**src/rtl/pipe_stall_ctrl.sv**
```systemverilog
// rtl/pipe_stall_ctrl.sv - pipeline stall/flush sequencer with mult/div occupancy FSM
// Optional stall performance counter enabled by defining HAZARD_PERF_EN.
module pipe_stall_ctrl #(
    parameter int MUL_LAT = 4,
    parameter int DIV_LAT = 32,
    parameter int CNT_W   = 6,
    parameter int PERF_W  = 32
) (
    input  logic              i_clk,
    input  logic              i_reset,
    input  logic              i_loaduse_req,
    input  logic              i_branch_req,
    input  logic              i_branch_taken,
    input  logic              i_ex_mult,
    input  logic              i_ex_div,
    input  logic              i_md_abort,
    output logic              o_pc_wr,
    output logic              o_ifid_wr,
    output logic              o_ifid_flush,
    output logic              o_idex_wr,
    output logic              o_idex_flush,
    output logic              o_exmem_flush,
    output logic              o_md_busy,
    output logic              o_md_done,
    output logic [PERF_W-1:0] o_stall_cycles
);

    typedef enum logic [1:0] {
        S_IDLE = 2'd0,
        S_BUSY = 2'd1,
        S_DONE = 2'd2
    } state_t;

    localparam logic [CNT_W-1:0] MUL_INIT = CNT_W'(MUL_LAT - 2);
    localparam logic [CNT_W-1:0] DIV_INIT = CNT_W'(DIV_LAT - 2);

    state_t           r_state;
    logic [CNT_W-1:0] r_cnt;
    logic             w_md_req;
    logic             w_md_stall;
    logic [CNT_W-1:0] w_init;

    assign w_md_req   = i_ex_mult | i_ex_div;
    assign w_init     = i_ex_div ? DIV_INIT : MUL_INIT;
    assign w_md_stall = !i_md_abort &&
                        (((r_state == S_IDLE) && w_md_req) || (r_state == S_BUSY));

    // r_cnt holds the BUSY cycles still to run, counting the current one,
    // so a latency of LAT spends LAT-2 cycles in BUSY and one in DONE.
    always_ff @(posedge i_clk or posedge i_reset) begin
        if (i_reset) begin
            r_state <= S_IDLE;
            r_cnt   <= '0;
        end else if (i_md_abort) begin
            r_state <= S_IDLE;
            r_cnt   <= '0;
        end else begin
            case (r_state)
                S_IDLE: begin
                    if (w_md_req) begin
                        r_cnt   <= w_init;
                        r_state <= (w_init == '0) ? S_DONE : S_BUSY;
                    end
                end
                S_BUSY: begin
                    r_cnt <= r_cnt - CNT_W'(1);
                    if (r_cnt <= CNT_W'(1)) begin
                        r_state <= S_DONE;
                    end
                end
                S_DONE: begin
                    r_state <= S_IDLE;
                end
                default: begin
                    r_state <= S_IDLE;
                    r_cnt   <= '0;
                end
            endcase
        end
    end

    always_comb begin
        o_pc_wr       = 1'b1;
        o_ifid_wr     = 1'b1;
        o_ifid_flush  = 1'b0;
        o_idex_wr     = 1'b1;
        o_idex_flush  = 1'b0;
        o_exmem_flush = 1'b0;
        o_md_busy     = 1'b0;
        o_md_done     = 1'b0;
        if (i_reset) begin
            o_pc_wr   = 1'b0;
            o_ifid_wr = 1'b0;
            o_idex_wr = 1'b0;
        end else begin
            o_md_busy = !i_md_abort && (r_state == S_BUSY);
            o_md_done = !i_md_abort && (r_state == S_DONE);
            if (w_md_stall) begin
                o_pc_wr       = 1'b0;
                o_ifid_wr     = 1'b0;
                o_idex_wr     = 1'b0;
                o_exmem_flush = 1'b1;
            end else if (i_loaduse_req || i_branch_req) begin
                // Branch outcome is not trusted while ID is held.
                o_pc_wr      = 1'b0;
                o_ifid_wr    = 1'b0;
                o_idex_flush = 1'b1;
            end else if (i_branch_taken) begin
                o_ifid_flush = 1'b1;
            end
        end
    end

`ifdef HAZARD_PERF_EN
    logic [PERF_W-1:0] r_stall_cycles;

    always_ff @(posedge i_clk or posedge i_reset) begin
        if (i_reset) begin
            r_stall_cycles <= '0;
        end else if (!o_pc_wr && (r_stall_cycles != {PERF_W{1'b1}})) begin
            r_stall_cycles <= r_stall_cycles + PERF_W'(1);
        end
    end

    assign o_stall_cycles = r_stall_cycles;
`else
    assign o_stall_cycles = '0;
`endif

endmodule

```
**config.mk**
```make
export PLATFORM = sky130hd
export DESIGN_NAME = pipe_stall_ctrl
export DESIGN_NICKNAME = d
export VERILOG_FILES = /design/src/rtl/pipe_stall_ctrl.sv
export SDC_FILE = /design/constraint.sdc
export NUM_CORES = 1
export LEC_CHECK = 0
export CORE_ASPECT_RATIO = 2
export CORE_MARGIN = 1.5
export CORE_UTILIZATION = 23
export DETAILED_ROUTE_END_ITERATION = 8
export HOLD_SLACK_MARGIN = 0.1
export PLACE_DENSITY = 0.66
export RECOVER_POWER = 25
export SYNTH_ARGS = -nofsm -noshare
export SYNTH_HDL_FRONTEND = slang
export SYNTH_SLANG_ARGS = --single-unit
```
**constraint.sdc**
```tcl
create_clock -name i_clk -period 4.5 [get_ports i_clk]
set_input_delay 0.9 -clock i_clk [delete_from_list [all_inputs] [get_ports i_clk]]
set_output_delay 0.9 -clock i_clk [all_outputs]
set_load 0.005 [all_outputs]
```
# Word level (Yosys, flattened, before mapping)
# Cells that the tools add are included.
totals:
  regBits: 8
  out_inout_bits: 40
  inputBits: 8
  word_cells: 46
op_classes:
  n_bitwise: 1
  addsub: 1
  n_eq_ne: 5
  n_mux: 25
  order_cmp: 1
  n_reduce_logical: 11
ops:
  columns: ["operator", "n"]
  rows:
  - ["6-bit case mux with 3 select lines", 1]
  - ["1-bit 2-to-1 mux", 16]
  - ["6-bit 2-to-1 mux", 2]
  - ["2-bit 2-to-1 mux", 4]
  - ["6-bit by 1-bit <= comparator with 1-bit output (second input constant)", 1]
  - ["6-bit zero test", 1]
  - ["3-bit inequality test (second input constant)", 2]
  - ["6-bit by 1-bit subtractor with 6-bit output (second input constant)", 1]
  - ["5-bit 2-to-1 mux", 1]
  - ["1-bit logical AND", 4]
  - ["2-bit case mux with 2 select lines", 1]
  - ["2-bit AND reduction", 2]
  - ["2-bit by 1-bit equality test with 1-bit output (second input constant)", 1]
  - ["2-bit equality test (second input constant)", 1]
  - ["2-bit zero test", 1]
  - ["1-bit logical OR", 2]
  - ["2-bit inequality test (second input constant)", 1]
  - ["1-bit zero test", 1]
  - ["1-bit bitwise OR", 1]

# Longest topological paths before layout
depth:
  depth_word: 6
  ltp_mapped: 5
  depth_no_buf: 5

# Worst setup path after synthesis
# OpenSTA, ideal clock, no wires.
synth_path:
  kind: "input to output"
  startpoint: "input port i_ex_div"
  endpoint: "output port o_pc_wr"
  arrival_time_ps: 1728
  setup_slack_ps: 1872
  stages: 4
  n_path_buf: 1
  cell_sequence: "or3_4 -> a21oi_2 -> and2_1 -> buf_4"
synth_between:
  elab_chain_cells: 6
synth_lines:
  columns: ["item", "line", "text"]
  rows:
  - ["start: declaration", "15", "input logic i_ex_div,"]
  - ["1-bit bitwise OR", "43", "assign w_md_req = i_ex_mult | i_ex_div;"]
  - ["1-bit logical AND", "46", "(((r_state == S_IDLE) && w_md_req) || (r_state == S_BUSY));"]
  - ["1-bit logical OR", "46", null]
  - ["1-bit logical AND", "45", "assign w_md_stall = !i_md_abort &&"]
  - ["1-bit 2-to-1 mux (2 in series)", null, null]
  - ["end: declaration", "17", "output logic o_pc_wr,"]
# No other way between the ends.

# Worst setup path after layout
layout_path:
  startpoint: "input port i_ex_div"
  endpoint: "output port o_ifid_flush"
layout_between:
  elab_chain_cells: 6
layout_lines:
  columns: ["item", "line", "text"]
  rows:
  - ["1-bit bitwise OR", "43", null]
  - ["1-bit logical AND", "46", null]
  - ["1-bit logical OR", "46", null]
  - ["1-bit logical AND", "45", null]
  - ["1-bit 2-to-1 mux", "98", "if (w_md_stall) begin"]
  - ["1-bit 2-to-1 mux", "91", "if (i_reset) begin"]
  - ["end: declaration", "19", "output logic o_ifid_flush,"]
# No other way between the ends.

==> summary.md <==
| Metric | Value |
|---|---|
| Vias in the first global route | `548` |
| Unique masters post-synth | `32` |
| GRT overflow | `0` |
| Adder-cell share of the synthesized area | `3.15%` |
| Port Buffer Count | `15` |
| Util after Layout | `26.4%` |
| Reg clk slew, reported paths | `0.04 ns` |
| Global-route wire length before repair | `2360 microns` |
| Setup TNS | `0 ns` |
| Root Buffer | `clkbuf_8` |
| Pleak | `0.423 nW` |
| CTS Buf Count | `3` |
| Setup CP Type | `input pin to output port` |
| Commonest cells in the netlist | `33 x buf_4, 8 x dfrtp_1, 7 x nor2_1` |
| # DRC | `5` |
| Setup Fix Bufs, Post-CTS | `0` |
| Starting Density | `23.8%` |
| Mux contribution to synthesized area | `1.42%` |
| R2r worst-path depth | `5` |
| Total power per unit cell area | `310 nW/um^2` |
| Violated checks | `DRC` |
| H-tree Lvls | `1` |
| Syn Inst Count | `96` |
| Layout Cells excl Fill | `143` |
| Req. time, crit path | `3.60 ns` |
| Routed vias/inst | `4.34` |
| Antenna Cells | `0` |
| Peak VDD IR | `0.0000686 V` |
| Seq/Total Area, Yosys | `25.2%` |
| Worst Path Arrival | `2.57 ns` |
| Final Critical Period | `3.47 ns` |
| Min-delay src | `r_cnt[4]$_DFFE_PP0P_` |
| WHS Endpoint | `r_cnt[4]$_DFFE_PP0P_` |
| CTS Buffer Depth | `2` |
| 1st-iter DRT viols | `18` |
| CP Launch Type | `input pin` |
| Routability cong. | `0.938` |
| Worst slew margin | `65.3%` |
| Initial antenna violation count | `0` |
| GRT Util Overall | `8.48%` |
| FF-to-FF Start | `r_cnt[0]$_DFFE_PP0P_` |
| TritonRoute pass-1 iters | `6` |
| Post-CTS Resized | `0` |
| Main area contributors after synthesis | `buf_4 31%, dfrtp_1 25%, nor2_1 3.3%` |
| Number of synthesized flops with an enable pin | `0` |
| Placed Cells | `140` |
| Asr flop ratio synth | `100%` |
| Cts hold-fix bufs | `0` |
| Max Slew Vio Count | `0` |
| HP Class | `flip-flop to flip-flop` |
| DR vias | `620` |
| Endpoints failing setup | `0` |
| Largest family of logic cells by synthesized area | `buffers and inverters` |
| Worst Clk Skew | `0.00158 ns` |
| I/O pin cnt | `48` |
| Chip Height | `86.1 microns` |
| Final WL | `1520 microns` |
| Layout Nets | `123` |
| Synth-to-Final Area Change | `11.2%` |
| RSZ-0062 raised after global routing | `false` |
| Hpwl dp | `1270 microns` |
| Status | `finished with violations` |
| Dominant synthesized flop cell | `dfrtp_1` |
| Avg WL per Cell | `10.6 microns` |
| Ys Warns | `0` |
| Largest net degree at the start of global routing | `11` |
| Layout cell share with drive strength beyond 1 | `7.21%` |
| Die ar. | `3840 sq um` |
| Post-Syn Area | `795 sq um` |
| Flops & latches, synth | `8` |
| CTS tree | `built` |
| Avg Cell Area, Syn | `8.28 sq um` |
| Yosys top cell area share | `31.2%` |
| R2r endpoint | `r_cnt[4]$_DFFE_PP0P_` |
| Clock sink count | `8` |
| Final period util | `77.2%` |
| Hold Crit Depth | `2` |
| Yosys top cell by area | `buf_4` |
| Die width | `44.6 microns` |
| Max cap viols | `0` |
| Rows | `30` |
| Worst slew pin tran | `0.519 ns` |
| Critical-path maximum fanout | `4` |
| Final hold viol count | `0` |
| Compound-Gate Fraction of Synth Area | `12.3%` |
| Most common cell in the netlist | `buf_4` |
| Synth Area in XOR/XNOR | `1.10%` |
| Simple-gate area share of the yosys netlist | `20.9%` |
| Core Region | `3340 sq um` |
| Worst setup EP type | `output port` |
| Fmax | `288 MHz` |
| Flop-to-flop setup slack | `2.82 ns` |
| Clock latency on the worst-skew pair | `0.23 ns` |
| Final ANT Viol Nets | `0` |
## cell families after synthesis
family                     after synthesis
other                                    1
muxes                                    1
xor gates and xnor gates                 1
adders and majority gates                2
DFF                                      8
and+or+nand+nor                         29
buffers and inverters                   40
AOI/OAI and AO/OA                       14
## worst max-delay path by stage
stage | start | to | cells after the start
global placement | i_ex_div | o_pc_wr | 5
CTS | i_ex_div | o_ifid_wr | 5
floorplan | i_ex_div | o_pc_wr | 4
finish | i_ex_div | o_ifid_flush | 5
detailed placement | i_ex_div | o_ifid_wr | 5
global route | i_ex_div | o_ifid_wr | 5
## metal layers
metal	up-vias	track usage, %	wire [microns]
li1	290	-	-
met1	283	7.19	479
met2	40	15.5	838
met3	7	1.26	114
met4	0	7.44	83
met5	-	0	0
## flip-flops by register name, summed over array words and instances, names as in the netlist
| name | count |
|---|---|
| r_cnt | 6 |
| r_state | 2 |
## placed cells by master (no fill, tap or decap), drive strengths merged, types with 3 or more instances in the layout
| cell type | count |
|---|---|
| nor2 | 7 |
| conb | 32 |
| clkdlybuf4s50 | 14 |
| nand3 | 3 |
| a22oi | 3 |
| a21oi | 4 |
| inv | 6 |
| and2 | 3 |
| dfrtp | 8 |
| clkbuf | 3 |
| or3 | 3 |
## per-stage QoR
step | cell area, sq um | worst slack [ns] | power, W | hold slack (ns)
3_3_place_gp | 842 | 1.01 | 0.000190 | 0.537
3_5_place_dp | 842 | 1.01 | 0.000190 | 0.564
4_1_cts | 883 | 1.01 | 0.000278 | 0.573
2_1_floorplan | 911 | 1.87 | 0.000181 | 0.499
6_report | 883 | 1.03 | 0.000274 | 0.561
5_1_grt | 883 | 0.946 | 0.000296 | 0.601
## cell type report
type                    instances  area, sq um
fillers                       374         2460
repair buffers                 15          150
clock buffers                   3         41.3
inverters                       6         22.5
multi-input cells              79          429
well taps                      32         40.0
flip-flops and latches          8          200
## critical path, cell delays in order
cell	delay, ns
clkdlybuf4s50_1	0.44
or3_4	0.39
a21oi_2	0.18
and3_1	0.17
clkdlybuf4s50_1	0.49
## power by group
group,total (W),switching (W),leakage [nW],internal [W]
combinational,0.0000876,0.0000463,0.297,0.0000413
clock,0.0000854,0.0000275,0.0216,0.0000579
sequential,0.000101,0.0000175,0.104,0.0000838
Power figures use the tool's default switching activity.
